`config.mk`:
```
export PLATFORM = sky130hd
export DESIGN_NAME = scsp_lfo_gen
export DESIGN_NICKNAME = d
export VERILOG_FILES = /design/src/rtl/scsp_lfo_gen.sv
export SDC_FILE = /design/constraint.sdc
export NUM_CORES = 2
export LEC_CHECK = 0
export BUFFER_PORTS_ARGS = -buffer_cell sky130_fd_sc_hd__buf_2
export CORE_ASPECT_RATIO = 0.5
export CORE_UTILIZATION = 40
export DETAILED_ROUTE_END_ITERATION = 8
export GPL_ROUTABILITY_DRIVEN = 0
export PLACE_DENSITY_LB_ADDON = 0.1
export SLEW_MARGIN = 30
export SYNTH_ARGS = -nofsm -noshare
export SYNTH_HDL_FRONTEND = slang
export SYNTH_SLANG_ARGS = --single-unit
```
`constraint.sdc`:
```
create_clock -name CLK -period 5.31 [get_ports CLK]
set_input_delay 0.2655 -clock CLK [delete_from_list [all_inputs] [get_ports CLK]]
set_output_delay 0.2655 -clock CLK [all_outputs]
set_load 0.01 [all_outputs]
```
`src/rtl/scsp_lfo_gen.sv`:
```
// Time-multiplexed ALFO/PLFO engine: per-slot divider and 8-bit phase, shared noise LFSR,
// one-cycle registered outputs for each presented slot.
module scsp_lfo_gen #(
    parameter int          NUM_SLOTS  = 32,
    parameter int          SLOT_W     = $clog2(NUM_SLOTS),
    parameter logic [16:0] NOISE_SEED = 17'h1ACE1
) (
    input  logic              CLK,
    input  logic              RST,
    input  logic              CE,
    input  logic              SLOT_VAL,
    input  logic [SLOT_W-1:0] SLOT_IN,
    input  logic              LFORE,
    input  logic [4:0]        LFOF,
    input  logic [1:0]        ALFOWS,
    input  logic [2:0]        ALFOS,
    input  logic [1:0]        PLFOWS,
    input  logic [2:0]        PLFOS,
    input  logic              SYNC,
    output logic              OUT_VAL,
    output logic [SLOT_W-1:0] OUT_SLOT,
    output logic [7:0]        ALFO_OUT,
    output logic [7:0]        PLFO_OUT
);

    function automatic logic [9:0] reload_f(input logic [4:0] f);
        logic [10:0] base;
        base = (11'd8 - {9'd0, f[1:0]}) << 7;
        base = base >> f[4:2];
        return 10'(base - 11'd5);
    endfunction

    function automatic logic [7:0] alfo_f(input logic [1:0] ws, input logic [2:0] depth,
                                          input logic [7:0] p, input logic [7:0] noise);
        logic [7:0] w;
        case (ws)
            2'd0:    w = p;
            2'd1:    w = {8{p[7]}};
            2'd2:    w = {p[6:0] ^ {7{p[7]}}, 1'b0};
            default: w = noise;
        endcase
        if (depth == 3'd0) return 8'd0;
        return w >> (3'd7 - depth);
    endfunction

    function automatic logic signed [7:0] plfo_f(input logic [1:0] ws, input logic [2:0] depth,
                                                 input logic [7:0] p, input logic [7:0] noise);
        logic signed [7:0] w;
        case (ws)
            2'd0:    w = p;
            2'd1:    w = {p[7], {7{~p[7]}}};
            2'd2:    w = {({1'b0, p[5:0] ^ {6{p[6]}}}) ^ {7{p[7]}}, 1'b0};
            default: w = noise;
        endcase
        if (depth == 3'd0) return 8'sd0;
        return w >>> (3'd7 - depth);
    endfunction

    logic [7:0]        phase_q [NUM_SLOTS];
    logic [7:0]        phase_d [NUM_SLOTS];
    logic [9:0]        cnt_q   [NUM_SLOTS];
    logic [9:0]        cnt_d   [NUM_SLOTS];
    logic [16:0]       lfsr_q, lfsr_d;
    logic              out_val_q, out_val_d;
    logic [SLOT_W-1:0] out_slot_q, out_slot_d;
    logic [7:0]        alfo_q, alfo_d;
    logic signed [7:0] plfo_q, plfo_d;

    logic              slot_ok;
    logic              strobe;
    logic [7:0]        cur_phase;
    logic [9:0]        cur_cnt;
    logic [7:0]        p_eff;
    logic [9:0]        reload;

    // Stage 0: read slot state, form waves, compute next state
    always_comb begin
        phase_d    = phase_q;
        cnt_d      = cnt_q;
        lfsr_d     = lfsr_q;
        out_val_d  = out_val_q;
        out_slot_d = out_slot_q;
        alfo_d     = alfo_q;
        plfo_d     = plfo_q;

        slot_ok   = {1'b0, SLOT_IN} < (SLOT_W + 1)'(NUM_SLOTS);
        strobe    = CE & SLOT_VAL & slot_ok;
        cur_phase = phase_q[SLOT_IN];
        cur_cnt   = cnt_q[SLOT_IN];
        p_eff     = (SYNC | LFORE) ? 8'd0 : cur_phase;
        reload    = reload_f(LFOF);

        if (CE) begin
            out_val_d = strobe;
            if (strobe) begin
                out_slot_d = SLOT_IN;
                alfo_d     = alfo_f(ALFOWS, ALFOS, p_eff, lfsr_q[7:0]);
                plfo_d     = plfo_f(PLFOWS, PLFOS, p_eff, lfsr_q[7:0]);
                lfsr_d     = {lfsr_q[15:0], lfsr_q[16] ^ lfsr_q[13]};
            end
            // SYNC wins over the slot update, so a slot strobed with SYNC stays cleared
            if (SYNC) begin
                for (int i = 0; i < NUM_SLOTS; i++) begin
                    phase_d[i] = 8'd0;
                    cnt_d[i]   = 10'd0;
                end
            end else if (strobe) begin
                if (LFORE) begin
                    phase_d[SLOT_IN] = 8'd0;
                    cnt_d[SLOT_IN]   = reload;
                end else if (cur_cnt == 10'd0) begin
                    phase_d[SLOT_IN] = cur_phase + 8'd1;
                    cnt_d[SLOT_IN]   = reload;
                end else begin
                    cnt_d[SLOT_IN]   = cur_cnt - 10'd1;
                end
            end
        end
    end

    // Stage 1: registered state and outputs
    always_ff @(posedge CLK) begin
        if (RST) begin
            for (int i = 0; i < NUM_SLOTS; i++) begin
                phase_q[i] <= 8'd0;
                cnt_q[i]   <= 10'd0;
            end
            lfsr_q     <= NOISE_SEED;
            out_val_q  <= 1'b0;
            out_slot_q <= '0;
            alfo_q     <= 8'd0;
            plfo_q     <= 8'sd0;
        end else begin
            phase_q    <= phase_d;
            cnt_q      <= cnt_d;
            lfsr_q     <= lfsr_d;
            out_val_q  <= out_val_d;
            out_slot_q <= out_slot_d;
            alfo_q     <= alfo_d;
            plfo_q     <= plfo_d;
        end
    end

    assign OUT_VAL  = out_val_q;
    assign OUT_SLOT = out_slot_q;
    assign ALFO_OUT = alfo_q;
    assign PLFO_OUT = plfo_q;

endmodule

```
# Word-level counts from Yosys, hierarchy flattened
# Cells that the tools add are included.
classes:
  n_div: 0
  mux: 38
  n_reduce_logical: 11
  bitwise: 10
  addsub: 6
  mul: 0
  order_cmp: 2
  shift: 3
  eq_ne: 4
ops:
  columns: ["op", "n"]
  rows:
  - ["two-way mux 320 bit", 4]
  - ["two-way mux 256 bit", 4]
  - ["bitwise mux 320 bit", 2]
  - ["bitwise AND 256 bit", 1]
  - ["bitwise mux 256 bit", 1]
  - ["NOT 256 bit", 1]
  - ["two-way mux 8 bit", 12]
  - ["binary-select mux 10 bit (select 5 bit)", 1]
  - ["demux 10 bit (select 5 bit)", 1]
  - ["one-hot mux 8 bit (3 select lines)", 2]
  - ["binary-select mux 8 bit (select 5 bit)", 1]
  - ["demux 8 bit (select 5 bit)", 1]
  - ["two-way mux 10 bit", 3]
  - ["right shift 11 x 3 -> 10 bit", 1]
  - ["logical NOT 10 bit", 1]
  - ["subtractor 10 x 1 -> 10 bit (second input constant)", 1]
  - ["subtractor 10 x 3 -> 10 bit (second input constant)", 1]
  - ["adder 8 x 1 -> 8 bit (second input constant)", 1]
  - ["right shift 8 x 3 -> 8 bit", 1]
  - [">>> shifter 8 x 3 -> 8 bit", 1]
  - ["XOR 6 x 7 -> 7 bit", 1]
  - ["XOR 7 bit", 1]
  - ["greater-or-equal comparator 6 bit (second input constant)", 1]
  - ["logical NOT 3 bit", 2]
  - ["18 further kinds", 28]
word_totals:
  elab_cells: 143
  in_bits: 26
  output_inout_bits: 22
  memories: 0
  ramBits: 0
  register_bits: 615
  rom_bits: 0
  latchBits: 0

# Longest topological paths before layout
depth:
  ltp_word: 12
  depth_mapped: 20
  mapped_depth_nobuf: 12

# Worst setup path before layout
# Ideal clock, no wire load.
synth_timing:
  kind: "input to register"
  startpoint: "input port SLOT_IN[0]"
  endpoint: "register cnt_q[285] in the netlist's numbering"
  path_slack_ps: 1434
  path_buffers: 6
  arrival_ps: 3754
  setup_time_ps: 122
  path_stages: 18
  cell_sequence: "buf_6 buf_12 buf_8 buf_8 buf_8 mux4_1 a22oi_1 nand4_2 inv_1 ha_1 inv_1 nor4_4 nand3_4 nand2_2 buf_4 o21ai_1 a21o_1 a221o_1"
synth_between:
  elab_chain_cells: 10
  word_cells_on_any_way: 17
  cone_classes: "add/sub (1); order compare (2); mux (11); bitwise (1); reduce/logical (2)"
synth_lines:
  columns: ["element", "line_no", "text"]
  rows:
  - ["start: declaration", "12", "input logic [SLOT_W-1:0] SLOT_IN,"]
  - ["NOT 5 -> 6 bit (not written as such) (*)", null, null]
  - ["binary-select mux 10 bit (select 5 bit) (tied with other cells)", "89", "cur_cnt = cnt_q[SLOT_IN];"]
  - ["two-way mux 10 bit (not written as such) / logical AND 1 bit (equally long branches)", null, null]
  - ["two-way mux 10 bit, on equally long branches", null, null]
  - ["subtractor 10 x 1 -> 10 bit / demux 10 bit (select 5 bit) (equally long branches)", "115, 110, 113", null]
  - ["bitwise mux 320 bit, on equally long branches", "115, 110, 113", null]
  - ["two-way mux 320 bit", "111", "end else if (cur_cnt == 10'd0) begin"]
  - ["two-way mux 320 bit (*)", "108", "if (LFORE) begin"]
  - ["two-way mux 320 bit (*)", "107", "end else if (strobe) begin"]
  - ["two-way mux 320 bit (*)", "102", "if (SYNC) begin"]
  - ["end signal: assignment", "135", "cnt_q <= cnt_d;"]
  - ["end: declaration", "61", "logic [9:0] cnt_q [NUM_SLOTS];"]
# Mark *: on every way between the ends. The rest lies on a longest branch, timed or not. The select of a mux whose other input is x is not followed.
# A chain may end at the register's enable or synchronous reset.

# Worst setup path in the final report
layout_timing:
  startpoint: "input port SLOT_IN[3]"
  endpoint: "register phase_q[110] in the netlist's numbering"
layout_between:
  elab_chain_cells: 10
  word_cells_on_any_way: 23
  cone_classes: "add/sub (1); order compare (2); mux (13); bitwise (3); reduce/logical (4)"
layout_lines:
  columns: ["element", "line_no", "text"]
  rows:
  - ["NOT 5 -> 6 bit (not written as such) (*)", null, null]
  - ["binary-select mux 8 bit (select 5 bit) (tied with other cells)", "88", "cur_phase = phase_q[SLOT_IN];"]
  - ["two-way mux 8 bit (not written as such) / logical AND 1 bit (equally long branches)", "88, 109, 112", null]
  - ["two-way mux 8 bit, on equally long branches", "88, 109, 112", null]
  - ["adder 8 x 1 -> 8 bit / demux 8 bit (select 5 bit) (equally long branches)", "112, 109", null]
  - ["bitwise mux 256 bit / NOT 256 bit (equally long branches)", null, null]
  - ["two-way mux 256 bit / bitwise AND 256 bit (equally long branches)", null, null]
  - ["two-way mux 256 bit", "108", null]
  - ["two-way mux 256 bit", "107", null]
  - ["two-way mux 256 bit", "102", null]
  - ["end signal: assignment", "134", "phase_q <= phase_d;"]
  - ["end: declaration", "59", "logic [7:0] phase_q [NUM_SLOTS];"]
# Marked as above.

==> results.toml <==
[run_status]
status = "completed"

[clocking]
worstSkewPairLatency_ps = 650
numCtsBuffers = 59
cts-root-buf = "clkbuf_16"
cts_tree = "yes"
cts_htree_levels = 2
clkTransAtPathRegs_ps = 70
cts.sinks = 615
cts_buffer_depth = 3

[global_route]
grt.total_usage_pct = 30.2
antenna_found_initial = 0
grt_overflow = 0
grt_pass1_wl_um = 188000
grt_max_degree = 136
grt_pass1_vias = 28107

[detailed_routing]
vias = 30721
drc = 0
drt-initial-drc-count = 4038
drt_wl_total_um = 126000
drtAntennaViolNets = 0
wl_per_cell_um = 26.9
via_per_inst = 6.56
drtPass1Iterations = 6

[power_and_ir_drop]
seqPwrFrac_pct = 44.9
power_density_nw_per_um2 = 301
p_leak_nw = 13.0
p_clk_share_pct = 42.6
swShare_pct = 28.3
ir_drop_uv = 251
power.internal_w = 0.00757
pwr-share-comb_pct = 12.6
p_total_w = 0.0106
power.switching_w = 0.00299

[floorplan]
start_util_pct = 40.7
die_h_um = 201
die_w_um = 400
fp.dieArea_um2 = 80500
core_um2 = 77900
fp-row-count = 72
num_io_pins = 48

[sta]
setup_slack_ps = 939
worstMarginPinSlew_ps = 1070
rsz0062_at_grt = "false"
period_minus_slack_ps = 4370
finClkSkew_ps = 24.8
setup_tns_ps = 0
setup_violations = 0
hold_viol_final = 0
slew_violations = 0
clock.fmax_ghz = 0.229
fin_crit_sh_pct = 82.3
maxSlewHeadroom_pct = 28.3

[setup_path]
cp.required_ps = 5850
path_class = "input pin to flop"
cp-start-kind = "input pin"
worst-path-max-fanout = 36
end_kind = "flop"
cp.arrival_ps = 4910

[placed_design]
dp_slack_ps = 425
postPlaceCellArea_um2 = 33100
place.port_buffers = 47
dpl.hpwl_um = 85700

[synth]
ys_seq_area_share_pct = 38.8
ys.flop_type = "dfxtp_1"
synth_nets = 3729
synth_warnings = 0
syn_inst = 3698
syn_area_per_cell_um2 = 8.58
ys_async_sr_fraction_pct = 0
synth_edf_count = 0
ys_seq_elements = 615
synth_cell_types = 91
syn-cell-area_um2 = 31700

[final_layout]
nets = 3639
area_delta_synth_final_pct = 10.4
post-route-util_pct = 45.0
layout_commonest_cell = "dfxtp_1"
layout_common_cells = "dfxtp_1, nand2_1, nor2_1"
multi_input_area_um2 = 18000
drive_above_1_share_pct = 11.5
diodes = 0
fillCellCount = 7578
stdcell_area_um2 = 35000
seq_area_um2 = 12300

[flow_run]
maxCapViolations = 0

[min_path]
hp-class = "input pin to flop"
==> power groups by stage <==
stage | Sequential [W] | Combinational, W | Clock, W
floorplan | 0.00483 | 0.000813 | 0
global route | 0.00475 | 0.00139 | 0.00474
detailed placement | 0.00484 | 0.00129 | 0
finish | 0.00474 | 0.00133 | 0.00450
CTS | 0.00474 | 0.00129 | 0.00453
global placement | 0.00484 | 0.00128 | 0
==> layer usage <==
layer,routed length [µm],GRT usage [%],share of wire (%),vias to the layer above
li1,-,-,-,13747
met1,59000,46.1,47,15240
met2,52100,43.1,41,1536
met3,11100,4.62,8.8,198
met4,3740,9.48,3.0,0
met5,0,0,0,-
==> cell families (layout without fill, tap and decap cells) <==
logic type                 after synthesis  count (layout)  synth area share [%]
buffers and inverters                  349             300                  4.98
xor gates and xnor gates                25              25                 0.749
adders and majority gates                5               5                 0.197
and+or+nand+nor                       1109            1109                  15.8
AOI/OAI and AO/OA                     1375            1375                  29.3
muxes                                  220             220                  10.3
DFF                                    615             615                  38.8
==> path summary, 6_finish.rpt <==
path | startpoint | cells past startpoint | slack, ps | endpoint
min reg2reg | cnt_q[118] | 2 | 450 | cnt_q[118]
min | PLFOS[1] | 3 | 40 | PLFO_OUT[3]
max | SLOT_IN[3] | 13 | 940 | phase_q[110]
max reg2reg | cnt_q[81] | 12 | 960 | phase_q[110]
==> repair_timing <==
item                                   CTS  global route
buffers inserted                         0             0
gates resized for setup                  0             0
endpoints found under the hold margin    1             0
hold buffers                             1             0
==> sequential cells by signal, indices dropped and copies added, names as in the netlist <==
signal,count
OUT_SLOT,5
OUT_VAL,1
phase_q,256
PLFO_OUT,8
lfsr_q,17
ALFO_OUT,8
cnt_q,320
==> through the flow <==
step,hold WS (ps),std cells
after floorplan,417,3698
after global routing,46.7,4685
after global placement,433,4582
after CTS,9.47,4685
after detailed placement,438,4582
final,44.2,4685
==> Yosys cell counts (all sizes together) (7+ instances only) <==
master,number,share of area [%]
o21a,9,0.21
inv,17,0.20
mux4,80,5.8
and3,7,0.14
clkbuf,210,2.5
nand2b,10,0.20
xnor2,17,0.47
o21ai,397,6.3
o211ai,23,0.56
nor2,353,4.2
a211oi,19,0.47
a22o,99,3.0
nand4bb,7,0.25
o22ai,64,1.3
dfxtp,615,39
a32oi,37,1.0
buf,121,2.3
xor2,8,0.28
nand4,18,0.45
nand2,395,4.7
o2bb2ai,14,0.39
a221o,73,2.3
a31oi,38,0.75
nor3,180,2.8
a21o,18,0.43
nor2b,7,0.14
nor4,22,0.62
mux2i,136,4.3
a22oi,103,2.4
and2,9,0.18
o211a,75,2.4
nand3,61,1.0
a32o,62,2.0
a21oi,313,5.0
==> final cells by class <==
class	instances	share of cell area, %
multi-input cells	2734	51.4
flip-flops and latches	615	35.1
clock buffers	82	4.69
repair buffers	180	3.94
well taps	1036	3.70
clock inverters	20	0.886
inverters	18	0.207
==> worst max-delay path: stages <==
cell,delay [ps]
buf_2,670
and3b_1,470
a22oi_1,410
nand4_1,270
inv_1,120
ha_1,240
inv_1,130
nor4_4,510
nand3_4,250
a21oi_4,570
buf_12,270
o21ai_0,290
a32o_1,380
Power figures use the tool's default switching activity.
